`config.mk`:
```
export PLATFORM = sky130hd
export DESIGN_NAME = masked_unmask_pipe
export DESIGN_NICKNAME = d
export VERILOG_FILES = /design/src/rtl/masked_pkg.sv /design/src/rtl/masked_refresh_layer.sv /design/src/rtl/masked_unmask_pipe.sv
export SDC_FILE = /design/constraint.sdc
export NUM_CORES = 1
export LEC_CHECK = 0
export CORE_ASPECT_RATIO = 0.9
export CORE_MARGIN = 2
export CORE_UTILIZATION = 51
export DETAILED_ROUTE_END_ITERATION = 10
export HOLD_SLACK_MARGIN = 0.02
export PLACE_DENSITY = 0.86
export SETUP_SLACK_MARGIN = 0.05
export SYNTH_ARGS = -nofsm -noshare
export SYNTH_HDL_FRONTEND = slang
export SYNTH_SLANG_ARGS = --single-unit
```
`constraint.sdc`:
```
create_clock -name clk_i -period 13.4 [get_ports clk_i]
set_input_delay 2.01 -clock clk_i [delete_from_list [all_inputs] [get_ports clk_i]]
set_output_delay 2.01 -clock clk_i [all_outputs]
set_load 0.1 [all_outputs]
```
`src/rtl/masked_pkg.sv`:
```
// Shared elaboration-time helpers for the N-share boolean unmasking pipeline:
// layer count, per-layer share counts and where each layer's randomness lives in i_n.
package masked_pkg;

   localparam int MIN_SHARES = 2;

   function automatic int layers(input int n);
      return $clog2(n);
   endfunction

   // Share count held by layer l; each layer halves (rounding up) the previous one.
   function automatic int shares_at(input int n, input int l);
      int m;
      m = n;
      for (int i = 0; i < l; i++) begin
         m = (m + 1) / 2;
      end
      return m;
   endfunction

   // A 2-share refresh needs a single word; wider layers use a ring of m words.
   function automatic int words_at(input int m);
      return (m == 2) ? 1 : m;
   endfunction

   function automatic int rand_offset(input int n, input int l);
      int s;
      s = 0;
      for (int i = 0; i < l; i++) begin
         s += words_at(shares_at(n, i));
      end
      return s;
   endfunction

   function automatic int rand_words(input int n);
      return rand_offset(n, layers(n));
   endfunction

endpackage

```
`src/rtl/masked_refresh_layer.sv`:
```
// One compress-and-refresh register layer of the unmasking pipeline.
// Invalid items load all-zero shares so no stale mask material lingers in the registers.
module masked_refresh_layer
   import masked_pkg::*;
#(
   parameter int K_WIDTH  = 32,
   parameter int M_IN     = 3,
   parameter bit COMPRESS = 1'b0
) (
   input  logic                                               clk,
   input  logic                                               rst,
   input  logic                                               en,
   input  logic                                               flush,
   input  logic                                               up_vld,
   input  logic [M_IN*K_WIDTH-1:0]                            up_sh,
   input  logic [words_at(COMPRESS ? (M_IN+1)/2 : M_IN)*K_WIDTH-1:0] rnd,
   output logic                                               vld,
   output logic [(COMPRESS ? (M_IN+1)/2 : M_IN)*K_WIDTH-1:0]  sh
);

   localparam int M = COMPRESS ? (M_IN + 1) / 2 : M_IN;

   logic [M*K_WIDTH-1:0] nxt;

   for (genvar j = 0; j < M; j++) begin : g_share
      logic [K_WIDTH-1:0] c;
      logic [K_WIDTH-1:0] f;

      // Pairwise fold; an odd trailing share is carried over untouched.
      if (COMPRESS && (2*j + 1 < M_IN)) begin : g_pair
         assign c = up_sh[2*j*K_WIDTH +: K_WIDTH] ^ up_sh[(2*j+1)*K_WIDTH +: K_WIDTH];
      end else if (COMPRESS) begin : g_odd
         assign c = up_sh[2*j*K_WIDTH +: K_WIDTH];
      end else begin : g_raw
         assign c = up_sh[j*K_WIDTH +: K_WIDTH];
      end

      // Each word enters exactly two shares, so the XOR of all shares is preserved.
      if (M == 2) begin : g_two
         assign f = c ^ rnd[K_WIDTH-1:0];
      end else begin : g_ring
         assign f = c ^ rnd[j*K_WIDTH +: K_WIDTH] ^ rnd[((j + M - 1) % M)*K_WIDTH +: K_WIDTH];
      end

      assign nxt[j*K_WIDTH +: K_WIDTH] = f;
   end

   always_ff @(posedge clk or posedge rst) begin
      if (rst) begin
         vld <= 1'b0;
         sh  <= '0;
      end else if (flush) begin
         vld <= 1'b0;
         sh  <= '0;
      end else if (en) begin
         vld <= up_vld;
         sh  <= up_vld ? nxt : '0;
      end
   end

endmodule

```
`src/rtl/masked_unmask_pipe.sv`:
```
// Recombines an N-share boolean-masked word into its plain value through log2(N)
// refresh-and-compress layers; the whole pipe advances in lockstep under one enable.
module masked_unmask_pipe
   import masked_pkg::*;
#(
   parameter int K_WIDTH  = 32,
   parameter int N_SHARES = 3,
   localparam int LAYERS  = layers(N_SHARES),
   localparam int RANDNUM = rand_words(N_SHARES)
) (
   input  logic                          clk_i,
   input  logic                          rst_i,
   input  logic                          i_flush,
   input  logic                          i_dvld,
   output logic                          o_drdy,
   input  logic [K_WIDTH*N_SHARES-1:0]   i_x,
   input  logic                          i_rvld,
   input  logic [K_WIDTH*RANDNUM-1:0]    i_n,
   output logic [K_WIDTH-1:0]            o_z,
   output logic                          o_dvld,
   input  logic                          i_drdy,
   output logic                          o_busy
);

   if (N_SHARES < MIN_SHARES) begin : g_bad_shares
      $error("masked_unmask_pipe: N_SHARES must be at least 2");
   end

   logic              en;
   logic [LAYERS-1:0] vld_l;

   // Without fresh randomness nothing may move, not even bubbles.
   assign en     = ~rst_i & i_rvld & ~i_flush & (~o_dvld | i_drdy);
   assign o_drdy = en;

   for (genvar l = 0; l < LAYERS; l++) begin : g_layer
      localparam int M   = shares_at(N_SHARES, l);
      localparam int OFS = rand_offset(N_SHARES, l);

      logic [M*K_WIDTH-1:0] sh;

      if (l == 0) begin : g_first
         masked_refresh_layer #(
            .K_WIDTH  (K_WIDTH),
            .M_IN     (N_SHARES),
            .COMPRESS (1'b0)
         ) u_layer (
            .clk    (clk_i),
            .rst    (rst_i),
            .en     (en),
            .flush  (i_flush),
            .up_vld (i_dvld),
            .up_sh  (i_x),
            .rnd    (i_n[OFS*K_WIDTH +: words_at(M)*K_WIDTH]),
            .vld    (vld_l[l]),
            .sh     (sh)
         );
      end else begin : g_next
         masked_refresh_layer #(
            .K_WIDTH  (K_WIDTH),
            .M_IN     (shares_at(N_SHARES, l - 1)),
            .COMPRESS (1'b1)
         ) u_layer (
            .clk    (clk_i),
            .rst    (rst_i),
            .en     (en),
            .flush  (i_flush),
            .up_vld (vld_l[l-1]),
            .up_sh  (g_layer[l-1].sh),
            .rnd    (i_n[OFS*K_WIDTH +: words_at(M)*K_WIDTH]),
            .vld    (vld_l[l]),
            .sh     (sh)
         );
      end
   end

   // The last layer always holds two shares; folding them yields the secret.
   assign o_z    = g_layer[LAYERS-1].sh[0 +: K_WIDTH] ^ g_layer[LAYERS-1].sh[K_WIDTH +: K_WIDTH];
   assign o_dvld = vld_l[LAYERS-1];
   assign o_busy = |vld_l;

endmodule
```
# Yosys cells after proc, flatten, opt, wreduce, memory -nomap -nowiden
# Index checks and enable logic that the tools add are counted.
totals:
  ff_bits: 162
op_classes:
  mux: 10
  bitwise_logic: 17
  n_reduce_logical: 2
op_table:
  columns: ["op", "n"]
  rows:
  - ["$xor 32x32->32", 10]
  - ["$mux 96", 3]
  - ["$mux 64", 3]
  - ["$mux 1", 4]
  - ["$and 1x1->1", 3]
  - ["$not 1->1", 3]
  - ["$reduce_bool 2->1", 1]
  - ["$reduce_or 2->1", 1]
  - ["$or 1x1->1", 1]

# Longest topological paths before layout
# Gate-level depths: netlist of run 1.
logic_depth:
  depth_word: 6
  ltp_mapped: 5

# Hierarchy
# From an unflattened synthesis of run 1, not the netlist that was laid out.
unflattened:
  hier_cells: 559
  hier_area_um2: 9556.7
by_module_without_submodules:
  columns: ["mod", "instances", "cells_per_inst", "area_per_inst_um2"]
  rows:
  - ["masked_refresh_layer (g_layer[0].g_first.u_layer)", 1, 313, 5565.3]
  - ["masked_refresh_layer (g_layer[1].g_next.u_layer)", 1, 211, 3676.0]
  - ["masked_unmask_pipe", 1, 35, 315.3]

# Least setup slack after synthesis of run 1
# OpenSTA, ideal clock, no wires.
synth_path:
  kind: "input to output"
  from: "input port rst_i"
  to: "output port o_drdy"
  arrival_ps: 4195
  setup_slack_ps: 7195
  stages: 2
  n_path_buf: 0
  cell_sequence: "nand2b_1 > nor3_1"
synth_via:
  elab_chain_len: 4
synth_lines:
  columns: ["item", "line", "text"]
  rows:
  - ["from (decl)", "masked_unmask_pipe.sv:12", "input logic rst_i,"]
  - ["$not 1->1", "masked_unmask_pipe.sv:33", "assign en = ~rst_i & i_rvld & ~i_flush & (~o_dvld | i_drdy);"]
  - ["$and 1x1->1 (3 in a row)", "masked_unmask_pipe.sv:33", null]
  - ["to (decl)", "masked_unmask_pipe.sv:15", "output logic o_drdy,"]
# Every way passes these cells.

# Final worst setup path of run 1
# Ends and elaborated chain as after synthesis.

==> results of run 1 <==
==> through the flow <==
step | utilization (%) | hold slack [ps] | area [um2] | std cells
after floorplan | - | 468 | 8590 | 688
after global placement | 69.6 | 490 | 11300 | 1130
after detailed placement | 69.6 | 494 | 11300 | 1130
after CTS | 73.2 | 509 | 11900 | 1161
after global routing | 73.2 | 521 | 11900 | 1161
final | 73.2 | 503 | 11900 | 1161
==> metal layers <==
| metal | global-route usage [%] | part of all wire, % | up-vias |
|---|---|---|---|
| met5 | 0 | 0 | - |
| li1 | - | - | 2916 |
| met1 | 26.4 | 41 | 2951 |
| met3 | 6.33 | 6.5 | 18 |
| met4 | 5.94 | 1.3 | 0 |
| met2 | 37.2 | 51 | 180 |
==> how the worst max path moves through the flow <==
stage,from,end,slack (ps),cells after the start
3_5_place_dp,rst_i,o_drdy,7310,4
2_1_floorplan,rst_i,g_layer[0].g_first.u_layer.sh[0],7010,1
3_3_place_gp,rst_i,o_drdy,7360,4
4_1_cts,rst_i,o_drdy,7320,4
5_1_grt,rst_i,o_drdy,7280,4
6_report,rst_i,o_drdy,7310,4
==> state kept, by name, summed over array words and instances (netlist names) <==
name	cells
g_layer.g_first.u_layer.sh	96
g_layer.g_first.u_layer.vld	1
g_layer.g_next.u_layer.sh	64
g_layer.g_next.u_layer.vld	1
==> final cells by class <==
| type | instances | share of cell area (%) |
|---|---|---|
| Multi-Input combinational cell | 491 | 36.4 |
| Sequential cell | 162 | 34.0 |
| Timing Repair Buffer | 269 | 22.5 |
| Clock buffer | 20 | 3.83 |
| Tap cell | 207 | 2.17 |
| Clock inverter | 11 | 1.10 |
| Inverter | 1 | 0.0734 |
==> power by group through the flow <==
| stage | Combinational (uW) | Sequential (uW) | Clock [uW] |
|---|---|---|---|
| after global routing | 255 | 514 | 508 |
| final | 237 | 513 | 477 |
| after floorplan | 132 | 520 | 0 |
| after global placement | 234 | 521 | 0 |
| after CTS | 240 | 513 | 486 |
| after detailed placement | 238 | 521 | 0 |
==> cell families after synthesis <==
family,count (synthesis)
compound gates,163
xor+xnor,320
buf+inv,35
flops,162
simple gates,8
==> cell usage in the layout (no fill, tap or decap), types with 2 or more instances in the layout <==
| cell | synthesis | final |
|---|---|---|
| clkdlybuf4s50_1 | 0 | 264 |
| dfrtp_1 | 162 | 162 |
| xor2_1 | 160 | 160 |
| xnor2_1 | 160 | 160 |
| o2bb2ai_1 | 96 | 96 |
| a22o_1 | 64 | 64 |
| clkbuf_16 | 0 | 17 |
| clkinvlp_4 | 0 | 6 |
| buf_4 | 2 | 5 |
| inv_6 | 0 | 2 |
| bufinv_16 | 0 | 2 |
| clkinv_4 | 0 | 2 |
| clkbuf_8 | 0 | 2 |
==> impl_metrics.csv, run 1 <==
group,metric,value,unit
status,status,"completed",
final_layout,seq_area,4050,um2
placed_design,gp_congestion,0.763,
logic_synthesis,synth_common_cells,"dfrtp_1, xnor2_1, xor2_1, o2bb2ai_1, a22o_1",
timing,fmax,164,MHz
power,p_comb_share,19.3,%
logic_synthesis,synth_nets,918,
clock_tree,path_clk_slew,60,ps
final_layout,antenna_cells,0,
setup_path,start_kind,"input port",
logic_synthesis,async_flop_share,100,%
placed_design,dp_hpwl,13.4,mm
power,power_frac_clock,38.9,%
timing,slew_headroom,31.0,%
power,p_sw_share,25.4,%
floorplan,io_pins,265,
clock_tree,cts_tree,"built",
drt,dr_total_vias,6065,
clock_tree,cts_buffers,17,
logic_synthesis,muxShareOfSynthArea,0,%
drt,drc,0,
setup_path,cpPeakStageDelay,1160,ps
clock_tree,cts.sink_count,162,
clock_tree,cts-resized-gates,0,
global_route,grt_pass1_wl,30.6,mm
min_path,holdCritStartpoint,"g_layer[0].g_first.u_layer.sh[24]",
setup_path,cp.required,11390,ps
power,power,1230,uW
final_layout,n_fill_cell,1150,
logic_synthesis,yosys_warnings,0,
setup_path,reg2reg_to,"g_layer[1].g_next.u_layer.sh[37]",
min_path,min_to,"g_layer[0].g_first.u_layer.sh[24]",
drt,vias_per_cell,5.22,
timing,final-setup-viol-count,0,
power,cellPowerDensity,103,nW/um2
global_route,antenna_found_initial,0,
timing,finClkSkew,8.88,ps
timing,drv_slew,0,
logic_synthesis,synth_edf_count,0,
final_layout,final_layout_size_suffix_gt1_share,4.61,%
floorplan,die_w,141,um
logic_synthesis,synth_area_leaders,"dfrtp_1, xnor2_1, xor2_1, o2bb2ai_1, a22o_1",
power,peakVddDrop,0.0719,mV
setup_path,crit_fanout,3,
min_path,min_path_type,"reg -> reg",
clock_tree,clkLatencyLatePin,420,ps
floorplan,fp.dieArea,17900,um2
logic_synthesis,ys_seq_elements,162,
final_layout,nets,1172,
clock_tree,cts_hold_buf,0,
global_route,globalRouteOverflowTotal,0,
power,switchingPower,312,uW
global_route,track_usage,21.5,%
setup_path,path_delay_family,"buffers and inverters",
drt,detail_route.iter0.violations,264,
global_route,grt_max_degree,98,
logic_synthesis,yosysTopAreaCell,"dfrtp_1",
clock_tree,root_buffer,"clkbuf_16",
setup_path,slowest_stage,"clkdlybuf4s50_1",
drt,wl_per_cell,16.2,um
placed_design,io_buffers,264,
setup_path,critical_path_class,"in -> out",
floorplan,row_count,44,
logic_synthesis,syn_inst,688,
timing,fin_setup_tns,0,ps
drt,drtPass1Iterations,5,
clock_tree,htreeDepth,4,
timing,rsz0062_at_grt,"no",
logic_synthesis,syn_area,8590,um2
global_route,grt_pass1_vias,6261,
logic_synthesis,synthAdderAreaFrac,0,%
logic_synthesis,yosysUniqueCellTypes,22,
timing,layout_setup_ws,7310,ps
logic_synthesis,synth_top_family_by_area,"XOR/XNOR gates",
timing,period_share,45.5,%
clock_tree,clockBufferDepth,2,
power,seqPwrFrac,41.8,%
power,leakagePower,0.00518,uW
clock_tree,postCtsSetupBuffers,0,
logic_synthesis,synth_seq_area_share,47.2,%
setup_path,regToRegStartpoint,"g_layer[1].g_next.u_layer.vld",
min_path,hold_path_depth,1,
setup_path,r2r_slack,10870,ps
setup_path,cp_num_buf_inv,2,
setup_path,cpMostUsedCell,"clkdlybuf4s50_1",
timing,fin_crit,6090,ps
final_layout,syn2layout_area_growth,38.9,%
logic_synthesis,yosysTopAreaCellShare,47.2,%
final_layout,multi_input_area,4340,um2
timing,hold_viol_final,0,
job,drv_cap,0,
logic_synthesis,synth_simple_gate_area_share,0.976,%
floorplan,core_area,16300,um2
power,p_int,915,uW
setup_path,worst-r2r-cell-count,5,
drt,totalWireLength,18.9,mm
floorplan,initial_core_util,52.7,%
floorplan,die_h,127,um
logic_synthesis,synth_most_common_cell,"dfrtp_1",
setup_path,endpoint_kind,"primary output",
logic_synthesis,synth_ff_type,"dfrtp_1",
placed_design,dp_worst_setup_slack,7310,ps
setup_path,crit_arrival,4080,ps
drt,ant_nets,0,
logic_synthesis,synth_xor_area_share,32.6,%
logic_synthesis,synth-compound-area-share,16.7,%
setup_path,worstPathCellList,"clkdlybuf4s50_1 -> nand2b_1 -> nor3_1 -> clkdlybuf4s50_1",
timing,worst_slew_pin_slew,1030,ps
logic_synthesis,syn_area_per_cell,12.5,um2
Power figures use the tool's default switching activity.
==> run 2, diff against run 1 <==
CORE_UTILIZATION = 43   (was 51)
PLACE_DENSITY = 0.77   (was 0.86)
clock period = 4.9 ns   (was 13.4 ns; I/O delays follow)
==> impl_metrics.csv, run 2 (synthesis results as in run 1) <==
group,metric,value,unit
timing,fin_setup_tns,0,ps
clock_tree,cts_hold_buf,0,
global_route,globalRouteOverflowTotal,0,
final_layout,antenna_cells,0,
clock_tree,htreeDepth,4,
final_layout,final_core_util,60.6,%
setup_path,cp.required,4160,ps
final_layout,layout_common_cells,"clkdlybuf4s50_1, dfrtp_1, xor2_1, xnor2_1, o2bb2ai_1",
timing,finalHoldWorstSlack,506,ps
placed_design,io_buffers,264,
job,drv_cap,0,
drt,drc,0,
clock_tree,postCtsSetupBuffers,0,
global_route,grt_pass1_vias,6304,
timing,fmax,286,MHz
setup_path,crit_arrival,2760,ps
drt,totalWireLength,18.2,mm
timing,rsz0062_at_grt,"no",
setup_path,worst-r2r-cell-count,4,
timing,finClkSkew,7.96,ps
final_layout,final_common_cell,"clkdlybuf4s50_1",
final_layout,top_regs,"g_layer.g_first.u_layer.sh x96, g_layer.g_next.u_layer.sh x64",
final_layout,n_fill_cell,1611,
placed_design,dp_worst_setup_slack,1410,ps
clock_tree,clockBufferDepth,2,
floorplan,die_h,138,um
global_route,use_met2,29.6,%
clock_tree,cts-resized-gates,0,
global_route,grt_max_degree,163,
timing,slew_headroom,30.2,%
min_path,hold_path_depth,1,
drt,drtPass1Iterations,4,
drt,dr_total_vias,5968,
floorplan,io_pins,265,
drt,ant_nets,0,
final_layout,syn2layout_area_growth,39.8,%
timing,layout_setup_ws,1410,ps
power,leakagePower,0.00519,uW
global_route,antenna_found_initial,0,
placed_design,gp_congestion,0.752,
power,cellPowerDensity,281,nW/um2
setup_path,critical_path_class,"in -> out",
timing,worst_slew_pin_slew,1040,ps
min_path,min_path_type,"reg -> reg",
floorplan,core_area,19800,um2
global_route,met1_usage,22.8,%
global_route,track_usage,17.9,%
timing,drv_slew,0,
placed_design,placed_area,11400,um2
final_layout,final_layout_size_suffix_gt1_share,4.71,%
status,status,"completed",
setup_path,crit_fanout,3,
clock_tree,path_clk_slew,60,ps
global_route,busiest_layer,"met2",
drt,vias_per_cell,4.93,
global_route,use_met3,5.71,%
final_layout,regMostFlops,"g_layer.g_first.u_layer.sh",
floorplan,fp.dieArea,21100,um2
power,peakVddDrop,0.246,mV
placed_design,dp_hpwl,12.9,mm
clock_tree,root_buffer,"clkbuf_16",
final_layout,stdcell_area,12000,um2
clock_tree,cts.sink_count,162,
drt,detail_route.iter0.violations,201,
clock_tree,cts_buffers,17,
floorplan,row_count,49,
timing,period_share,71.3,%
setup_path,start_kind,"input port",
timing,fin_crit,3490,ps
drt,wl_per_cell,15.0,um
final_layout,largest_register_ffs,96,
timing,final-setup-viol-count,0,
global_route,grt_pass1_wl,31.0,mm
final_layout,nets,1172,
clock_tree,cts_tree,"built",
timing,hold_viol_final,0,
floorplan,die_w,153,um
setup_path,endpoint_kind,"primary output",
clock_tree,clkLatencyLatePin,420,ps
floorplan,initial_core_util,43.4,%
## run 2: cell types whose count changed in the layout (fill, tap and decap cells not counted), sizes merged
cell | previous run | this run
clkbuf | 20 | 19
clkinvlp | 6 | 4
inv | 2 | 6
## run 2: area by class of cell
| class | count | area, um2 | share of cell area (%) |
|---|---|---|---|
| Timing Repair Buffer | 269 | 2690 | 22.4 |
| Multi-Input combinational cell | 491 | 4340 | 36.1 |
| Inverter | 1 | 7.51 | 0.0625 |
| Tap cell | 255 | 319 | 2.66 |
| Sequential cell | 162 | 4050 | 33.8 |
| Clock buffer | 19 | 443 | 3.69 |
| Clock inverter | 13 | 149 | 1.24 |
## run 2: worst paths after layout
path,end,startpoint,slack (ps)
setup / recovery,o_drdy,rst_i,1410
hold / removal,g_layer[0].g_first.u_layer.sh[22],g_layer[0].g_first.u_layer.sh[22],510
setup reg to reg,g_layer[0].g_first.u_layer.sh[95],g_layer[1].g_next.u_layer.vld,2840
hold reg to reg,g_layer[0].g_first.u_layer.sh[22],g_layer[0].g_first.u_layer.sh[22],510
max in group asynchronous,g_layer[0].g_first.u_layer.sh[95],rst_i,3250
min in group asynchronous,g_layer[0].g_first.u_layer.sh[51],rst_i,910
## run 2: metal layers
metal	up-vias	wire length (um)
met2	150	9030
li1	2908	-
met5	-	0
met1	2888	7800
met3	22	1070
met4	0	312
## run 2: stage by stage
step	std cells	total power, uW
floorplan	688	1780
global placement	1178	2070
detailed placement	1178	2080
CTS	1210	3420
global route	1210	3530
finish	1210	3370
## run 2: power by group
part,internal (uW),switching [uW],leakage (uW)
Combinational,351,293,0.00267
Sequential,1370,26.9,0.00224
Clock,774,552,0.000282
Total,2500,872,0.00519
## run 2: worst max-delay path, stage by stage
cell,delay (ps)
clkdlybuf4s50_1,490
nand2b_1,230
nor3_1,140
clkdlybuf4s50_1,1160
==> run 3, diff against run 2 <==
CORE_UTILIZATION = 48   (was 43)
PLACE_DENSITY = 0.82   (was 0.77)
clock period = 3.6 ns   (was 4.9 ns; I/O delays follow)
==> impl_metrics.csv, run 3 (synthesis results as in run 1) <==
group,metric,value,unit
status,status,"completed",
clock_tree,htreeDepth,4,
timing,slew_headroom,30.8,%
setup_path,slowest_stage,"clkdlybuf4s50_1",
placed_design,io_buffers,264,
floorplan,row_count,46,
placed_design,dp_hpwl,13.2,mm
global_route,grt_max_degree,163,
final_layout,layout_common_cells,"clkdlybuf4s50_1, dfrtp_1, xor2_1, xnor2_1, o2bb2ai_1",
placed_design,gp_congestion,0.785,
min_path,min_path_type,"reg -> reg",
min_path,hold_path_depth,1,
timing,period_share,76.3,%
drt,vias_per_cell,5.07,
setup_path,worstPathCellList,"xor2_1 -> clkdlybuf4s50_1",
timing,worst_slew_pin_slew,1040,ps
floorplan,core_area,17600,um2
timing,hold_viol_final,0,
drt,ant_nets,0,
final_layout,top_regs,"g_layer.g_first.u_layer.sh x96, g_layer.g_next.u_layer.sh x64",
clock_tree,postCtsSetupBuffers,0,
global_route,grt_pass1_vias,6129,
final_layout,antenna_cells,0,
clock_tree,cts-resized-gates,0,
setup_path,cp.required,3060,ps
drt,drtPass1Iterations,4,
clock_tree,cts_buffers,17,
timing,finClkSkew,5.18,ps
drt,drc,0,
timing,fin_setup_tns,0,ps
setup_path,cpPeakStageDelay,1190,ps
floorplan,die_w,145,um
drt,totalWireLength,18.6,mm
final_layout,final_layout_size_suffix_gt1_share,5.24,%
global_route,track_usage,20.2,%
timing,fin_crit,2750,ps
power,peakVddDrop,0.252,mV
floorplan,io_pins,265,
timing,fmax,364,MHz
floorplan,die_h,131,um
clock_tree,root_buffer,"clkbuf_16",
power,leakagePower,0.00519,uW
global_route,antenna_found_initial,0,
setup_path,worst-r2r-cell-count,4,
final_layout,nets,1172,
clock_tree,clockBufferDepth,2,
setup_path,crit_arrival,2210,ps
clock_tree,cts_tree,"built",
timing,finalHoldWorstSlack,506,ps
job,drv_cap,0,
setup_path,regToRegStartpoint,"g_layer[1].g_next.u_layer.vld",
global_route,grt_pass1_wl,30.3,mm
final_layout,regMostFlops,"g_layer.g_first.u_layer.sh",
final_layout,final_common_cell,"clkdlybuf4s50_1",
global_route,globalRouteOverflowTotal,0,
power,cellPowerDensity,371,nW/um2
final_layout,syn2layout_area_growth,39.3,%
drt,wl_per_cell,15.5,um
clock_tree,cts.sink_count,162,
setup_path,endpoint_kind,"primary output",
min_path,min_to,"g_layer[0].g_first.u_layer.sh[15]",
timing,final-setup-viol-count,0,
setup_path,reg2reg_to,"g_layer[1].g_next.u_layer.sh[37]",
clock_tree,cts_hold_buf,0,
final_layout,largest_register_ffs,96,
drt,detail_route.iter0.violations,309,
timing,rsz0062_at_grt,"no",
setup_path,crit_fanout,2,
clock_tree,clkLatencyLatePin,420,ps
setup_path,start_kind,"flip-flop",
clock_tree,path_clk_slew,60,ps
floorplan,initial_core_util,48.9,%
floorplan,fp.dieArea,19000,um2
setup_path,critical_path_class,"reg -> out",
min_path,holdCritStartpoint,"g_layer[0].g_first.u_layer.sh[15]",
setup_path,r2r_slack,1750,ps
timing,drv_slew,0,
drt,dr_total_vias,6051,
[run 3: cell count changes in the layout (fill, tap and decap cells not counted), sizes merged]
cell           delta
clkinv            +5
clkbuf            +1
bufinv            -2
clkdlybuf4s50     -4
inv               -6
clkinvlp          +1
buf               +4
[run 3: critical path, delay by kind of cell, from the launching register on]
| family | cells | cell delay (ps) |
|---|---|---|
| flops | 1 | 410 |
| buf+inv | 1 | 1190 |
| xor+xnor | 1 | 200 |
[run 3: worst max path at each step]
stage                                     startpoint                              to
global placement                             i_flush  g_layer[0].g_first.u_layer.vld
global route        g_layer[1].g_next.u_layer.sh[44]                         o_z[12]
detailed placement                           i_flush  g_layer[0].g_first.u_layer.vld
floorplan              g_layer[1].g_next.u_layer.vld                          o_drdy
CTS                 g_layer[1].g_next.u_layer.sh[44]                         o_z[12]
finish              g_layer[1].g_next.u_layer.sh[44]                         o_z[12]
[run 3: power by group]
group / internal (uW) / total [uW] / switching [uW]
clock network: 934 / 1640 / 708
registers: 1870 / 1910 / 37.6
logic: 481 / 886 / 404
total: 3290 / 4440 / 1150
[run 3: cell type report]
cell class / instances / area [um2]
multi-input cells: 491 / 4340
clock inverters: 11 / 83.8
flip-flops and latches: 162 / 4050
fillers: 1328 / 5590
inverters: 1 / 7.51
well taps: 240 / 300
repair buffers: 269 / 2710
clock buffers: 20 / 467
[run 3: routing by layer]
metal | vias to the layer above | track usage, % | wire length (um)
met5 | - | 0 | 0
met1 | 2941 | 24.9 | 7750
li1 | 2914 | - | -
met4 | 0 | 7.45 | 368
met2 | 173 | 33.8 | 9340
met3 | 23 | 6.39 | 1100
[run 3: metrics by stage]
step / cell area [um2] / instances / setup WS, ps / util [%] / power [uW]
6_report: 12000 / 1194 / 854 / 68.2 / 4440
5_1_grt: 12000 / 1194 / 795 / 68.2 / 4630
4_1_cts: 12000 / 1194 / 820 / 68.2 / 4490
3_5_place_dp: 11400 / 1163 / 984 / 65.0 / 2840
3_3_place_gp: 11400 / 1163 / 1020 / 65.0 / 2820
2_1_floorplan: 8600 / 688 / 794 / - / 2430
==> RTL change 1: new RTL, config.mk and constraints of run 2 <==
The parameter `N_SHARES` goes from 3 to 2.
--- a/src/rtl/masked_unmask_pipe.sv
+++ b/src/rtl/masked_unmask_pipe.sv
@@ -6,3 +6,3 @@
    parameter int K_WIDTH  = 32,
-   parameter int N_SHARES = 3,
+   parameter int N_SHARES = 2,
    localparam int LAYERS  = layers(N_SHARES),
Interface: changed (resized i_n and i_x); port bits go from 265 to 137. No check against the original RTL was run, so the function may have changed too.
==> RTL change 1 against run 2 <==
Clock skew shrank 0.0035 ns; sequential share of layout area hardly changed; critical path depth is 1 higher; critical path type unchanged; first-iteration DRC count decreased by 71%; setup slack gained 0.034 ns; area after synthesis shrank 62%; design area is 60% lower; combinational power shrank 42%; largest cell class is now flip-flops and latches; power decreased by 58%; die area is 61% lower; routed wire length is 61% lower; core utilization up 3.9 points; sequential cell count is 97 lower.
==> RTL change 1: results (changes against run 2) <==
Outcome
  • Status: completed (unchanged)

Setup path
  • CP startpoint: i_rvld (was rst_i)
  • Cell family with most CP delay: buffers and inverters (unchanged)
  • Worst r2r src: g_layer[0].g_first.u_layer.vld (was g_layer[1].g_next.u_layer.vld)
  • Data arrival time of the worst path: 2.72 ns (was 2.76 ns)
  • Crit path max fanout: 4 (was 3)
  • Max incr delay on CP: 1.14 ns (was 1.16 ns)
  • Critical Path Slowest Stage Cell: clkdlybuf4s50_1 (unchanged)

STA
  • Slew margin rel.: 0.192 (was 0.302)
  • Clock Skew: 0.00447 ns (was 0.00796 ns)

Synth
  • Unique masters post-synth: 16 (was 22)
  • Ys async rst share: 1.00 (unchanged)
  • Register area share after synthesis: 0.497 (was 0.472)
  • Synth top cells by count: xor2_1 (96), dfrtp_1 (65), a22o_1 (64), buf_12 (6), buf_2 (6) (was dfrtp_1 (162), xnor2_1 (160), xor2_1 (160), o2bb2ai_1 (96), a22o_1 (64))
  • Yosys warnings: 0 (unchanged)
  • Mapped Nets: 351 (was 918)
  • Top area cells in the synthesized netlist: dfrtp_1 (50%), xor2_1 (26%), a22o_1 (17%) (was dfrtp_1 (47%), xnor2_1 (16%), xor2_1 (16%))

Clocking
  • Clock latency on the worst-skew pair: 0.32 ns (was 0.42 ns)
  • Reg clk slew, reported paths: 0.07 ns
  • Clock tree buffer depth: 2 (unchanged)
  • Cts bufs inserted: 9 (was 17)
  • Post-CTS Setup Repair Bufs: 0 (unchanged)
  • Max H-tree Level: 3 (was 4)
  • Root buffer cell: clkbuf_8 (was clkbuf_16)
  • Post-cts gate resize count: 0 (unchanged)

Drt
  • Via density per instance: 4.98 (was 4.93)
  • Wire per inst: 14.5 um (was 15.0 um)
  • Iteration-0 DRC Markers: 59 (was 201)
  • Drt pass-1 iters: 4 (unchanged)

Layout
  • NumNets Final: 486 (was 1172)
  • Fill cell count: 621 (was 1611)
  • Layout cells sized above 1: 0.0515 (was 0.0471)
  • Diodes inserted: 0 (unchanged)
  • Largest regs: g_layer.g_first.u_layer.sh (64), g_layer.g_first.u_layer.vld (1) (was g_layer.g_first.u_layer.sh (96), g_layer.g_next.u_layer.sh (64))

Global route
  • Global Route Usage Sum: 0.175 (was 0.179)
  • Vias in the first global route: 2580 (was 6304)
  • Met3 usage: 0.0583 (was 0.0571)
  • Largest net degree at the start of global routing: 65 (was 163)
  • Global-route wire length before repair: 11300 um (was 31000 um)
  • Initial antenna violation count: 0 (unchanged)
  • Met2 GRT Util: 0.312 (was 0.296)
  • Met1 Use GR: 0.200 (was 0.228)

Power and ir drop
  • Pleak: 2.34 nW (was 5.19 nW)
  • Switching share of power: 0.303 (was 0.259)
  • Peak VDD IR: 160 uV (was 246 uV)

Place
  • Port buffer count: 136 (was 264)
  • Hpwl dp: 5170 um (was 12900 um)
  • Final Wtd Congestion: 0.679 (was 0.752)

Min path
  • Min-delay src: g_layer[0].g_first.u_layer.sh[59] (was g_layer[0].g_first.u_layer.sh[22])
  • HP Class: flip-flop to flip-flop (unchanged)
RTL change 1: cell types whose count changed in the layout (fill, tap and decap cells not counted), moves of 6 or more:
cell             before  now
xor2_1              160   96
clkdlybuf4s50_1     264  136
dfrtp_1             162   65
xnor2_1             160    0
inv_6                 6    0
o2bb2ai_1            96    0
clkbuf_16            17    0
clkbuf_8              1   10
RTL change 1: logic make-up (layout without fill, tap and decap cells):
group | count (synthesis) | after routing | synth area share
XOR/XNOR | 96 | 96 | 0.257
AND/OR/NAND/NOR | 7 | 7 | 0.0172
buffers and inverters | 15 | 154 | 0.0528
AO/OA/AOI/OAI | 66 | 66 | 0.176
flip-flops | 65 | 65 | 0.497
RTL change 1: per-stage QoR:
step / cell area (um2) / instances / power (mW) / utilization / setup WS, ns
after floorplan: 3270 / 249 / 0.810 / - / 1.86
after global placement: 4610 / 469 / 0.952 / 0.617 / 1.47
after detailed placement: 4610 / 469 / 0.957 / 0.617 / 1.45
after CTS: 4820 / 484 / 1.45 / 0.645 / 1.44
after global routing: 4820 / 484 / 1.50 / 0.645 / 1.33
final: 4820 / 484 / 1.43 / 0.645 / 1.44
RTL change 1: power groups by stage:
stage	registers (mW)	logic, mW	clock network, mW
after floorplan	0.578	0.231	0
after global routing	0.570	0.398	0.529
after global placement	0.578	0.375	0
after detailed placement	0.579	0.379	0
after CTS	0.569	0.380	0.501
final	0.569	0.376	0.487
RTL change 1: layout make-up:
class	instances	share of cell area
inverters	1	0.000779
multi-input cells	169	0.308
clock inverters	3	0.0135
flip-flops and latches	65	0.337
well taps	96	0.0249
repair buffers	138	0.286
clock buffers	12	0.0301
RTL change 1: path summary, 6_finish.rpt:
check	slack, ns	cells after the start	to
max reg2reg	2.80	4	g_layer[0].g_first.u_layer.sh[6]
min	0.52	1	g_layer[0].g_first.u_layer.sh[59]
min reg2reg	0.52	1	g_layer[0].g_first.u_layer.sh[59]
max	1.44	5	o_drdy
max in group asynchronous	3.23	3	g_layer[0].g_first.u_layer.sh[42]
min in group asynchronous	0.75	2	g_layer[0].g_first.u_layer.sh[17]
RTL change 1: layer usage:
layer,wire [um],up-vias
li1,-,1148
met1,2740,1187
met2,3780,70
met3,470,4
met4,51,0
met5,0,-
==> RTL change 2: new RTL, flow settings as in run 2 <==
Made on the original files. Reset style: synchronous (`rst`), changed in one clocked block.
--- a/src/rtl/masked_refresh_layer.sv
+++ b/src/rtl/masked_refresh_layer.sv
@@ -47,3 +47,3 @@
 
-   always_ff @(posedge clk or posedge rst) begin
+   always_ff @(posedge clk) begin
       if (rst) begin
Formal check against the unedited RTL: differs if rst_i is asserted again (counterexample within 4 cycles, from zero or initial values and one cycle with rst_i high); with rst_i held inactive, the same outputs for 4 cycles.
==> RTL change 2 against run 2 <==
Count of clock-buffer cells in the layout fell by 1; largest power group is now the clock network; critical path type unchanged; power fell by 2.8%; area after synthesis fell by 10%; design area fell by 7.3%; synthesized cell count fell by 0.44%; setup slack got worse by 0.086 ns; routed wire length fell by 7.5%; sequential cell count did not move.
==> RTL change 2: results (changes against run 2) <==
Outcome
  • Status: completed (unchanged)

Drt
  • Iteration-0 DRC Markers: 151 (was 201)
  • Wire per inst: 14.2 um (was 15.0 um)

Power and ir drop
  • Pleak: 4.20 nW (was 5.19 nW)
  • Sw Pwr: 0.758 mW (was 0.872 mW)
  • Peak VDD IR: 198 uV (was 246 uV)
  • P_seq: 1.36 mW (was 1.40 mW)

Layout
  • Seq Cell Count: 162 (unchanged)
  • Inverters, non-clock: 0 (was 1)
  • Clock-cell share: 0.0549 (was 0.0493)
  • Fill cell count: 1488 (was 1611)
  • Clkbuf count: 18 (was 19)
  • Layout area overhead: 44.7% (was 39.8%)
  • Multi-In Gates: 489 (was 491)
  • Non-clk bufs: 268 (was 269)
  • Layout cells sized above 1: 0.0379 (was 0.0471)

Global route
  • Largest net degree at the start of global routing: 97 (was 163)
  • Global-route wire length before repair: 28100 um (was 31000 um)
  • Global Route Usage Sum: 0.183 (was 0.179)
  • Vias in the first global route: 5767 (was 6304)

Synth
  • Ys async rst share: 0 (was 1.00)
  • Top area cells in the synthesized netlist: dfxtp_1 (42%), o2bb2ai_1 (18%), xnor2_1 (18%) (was dfrtp_1 (47%), xnor2_1 (16%), xor2_1 (16%))
  • Mapped Nets: 915 (was 918)

Setup path
  • Crit path max fanout: 4 (was 3)
  • RR Endpoint: g_layer[0].g_first.u_layer.sh[59] (was g_layer[0].g_first.u_layer.sh[95])
  • R2r setup slk: 2.82 ns (was 2.84 ns)
  • Worst r2r src: g_layer[1].g_next.u_layer.vld (unchanged)

Floorplanning
  • DIE AREA: 19000 um2 (was 21100 um2)

Place
  • Cells after DPL: 1159 (was 1178)
  • Hpwl dp: 12000 um (was 12900 um)
  • Worst slack, placed: 1.31 ns (was 1.41 ns)

Min path
  • Min-delay src: g_layer[1].g_next.u_layer.sh[55] (was g_layer[0].g_first.u_layer.sh[22])

STA
  • Slew margin rel.: 0.264 (was 0.302)
==> RTL change 2: cell types whose count changed after synthesis, moves of 2 or more <==
cell / change
dfrtp_1: -162
buf_4: +3
buf_1: -5
buf_2: +11
nand4_1: +2
clkbuf_1: -2
dfxtp_1: +162
a22o_1: -62
buf_6: -7
o2bb2ai_1: +64
==> RTL change 2: cell families after synthesis <==
family / after synthesis / share of synthesized area
buffers and inverters: 34 / 0.0236
xor gates and xnor gates: 320 / 0.364
and+or+nand+nor: 6 / 0.00488
DFF: 162 / 0.422
AOI/OAI and AO/OA: 163 / 0.185
==> RTL change 2: layer usage <==
layer | vias up | GRT usage | wire (um)
met1 | 2662 | 0.223 | 7420
met4 | 0 | 0.0524 | 142
met5 | - | 0 | 0
met3 | 14 | 0.0698 | 1260
met2 | 166 | 0.304 | 8020
li1 | 2906 | - | -
==> RTL change 2: worst max-delay path, stage by stage <==
cell and delay, ns:
clkdlybuf4s50_1 0.48, nand2b_1 0.23, and3_1 0.25, clkdlybuf4s50_1 1.15
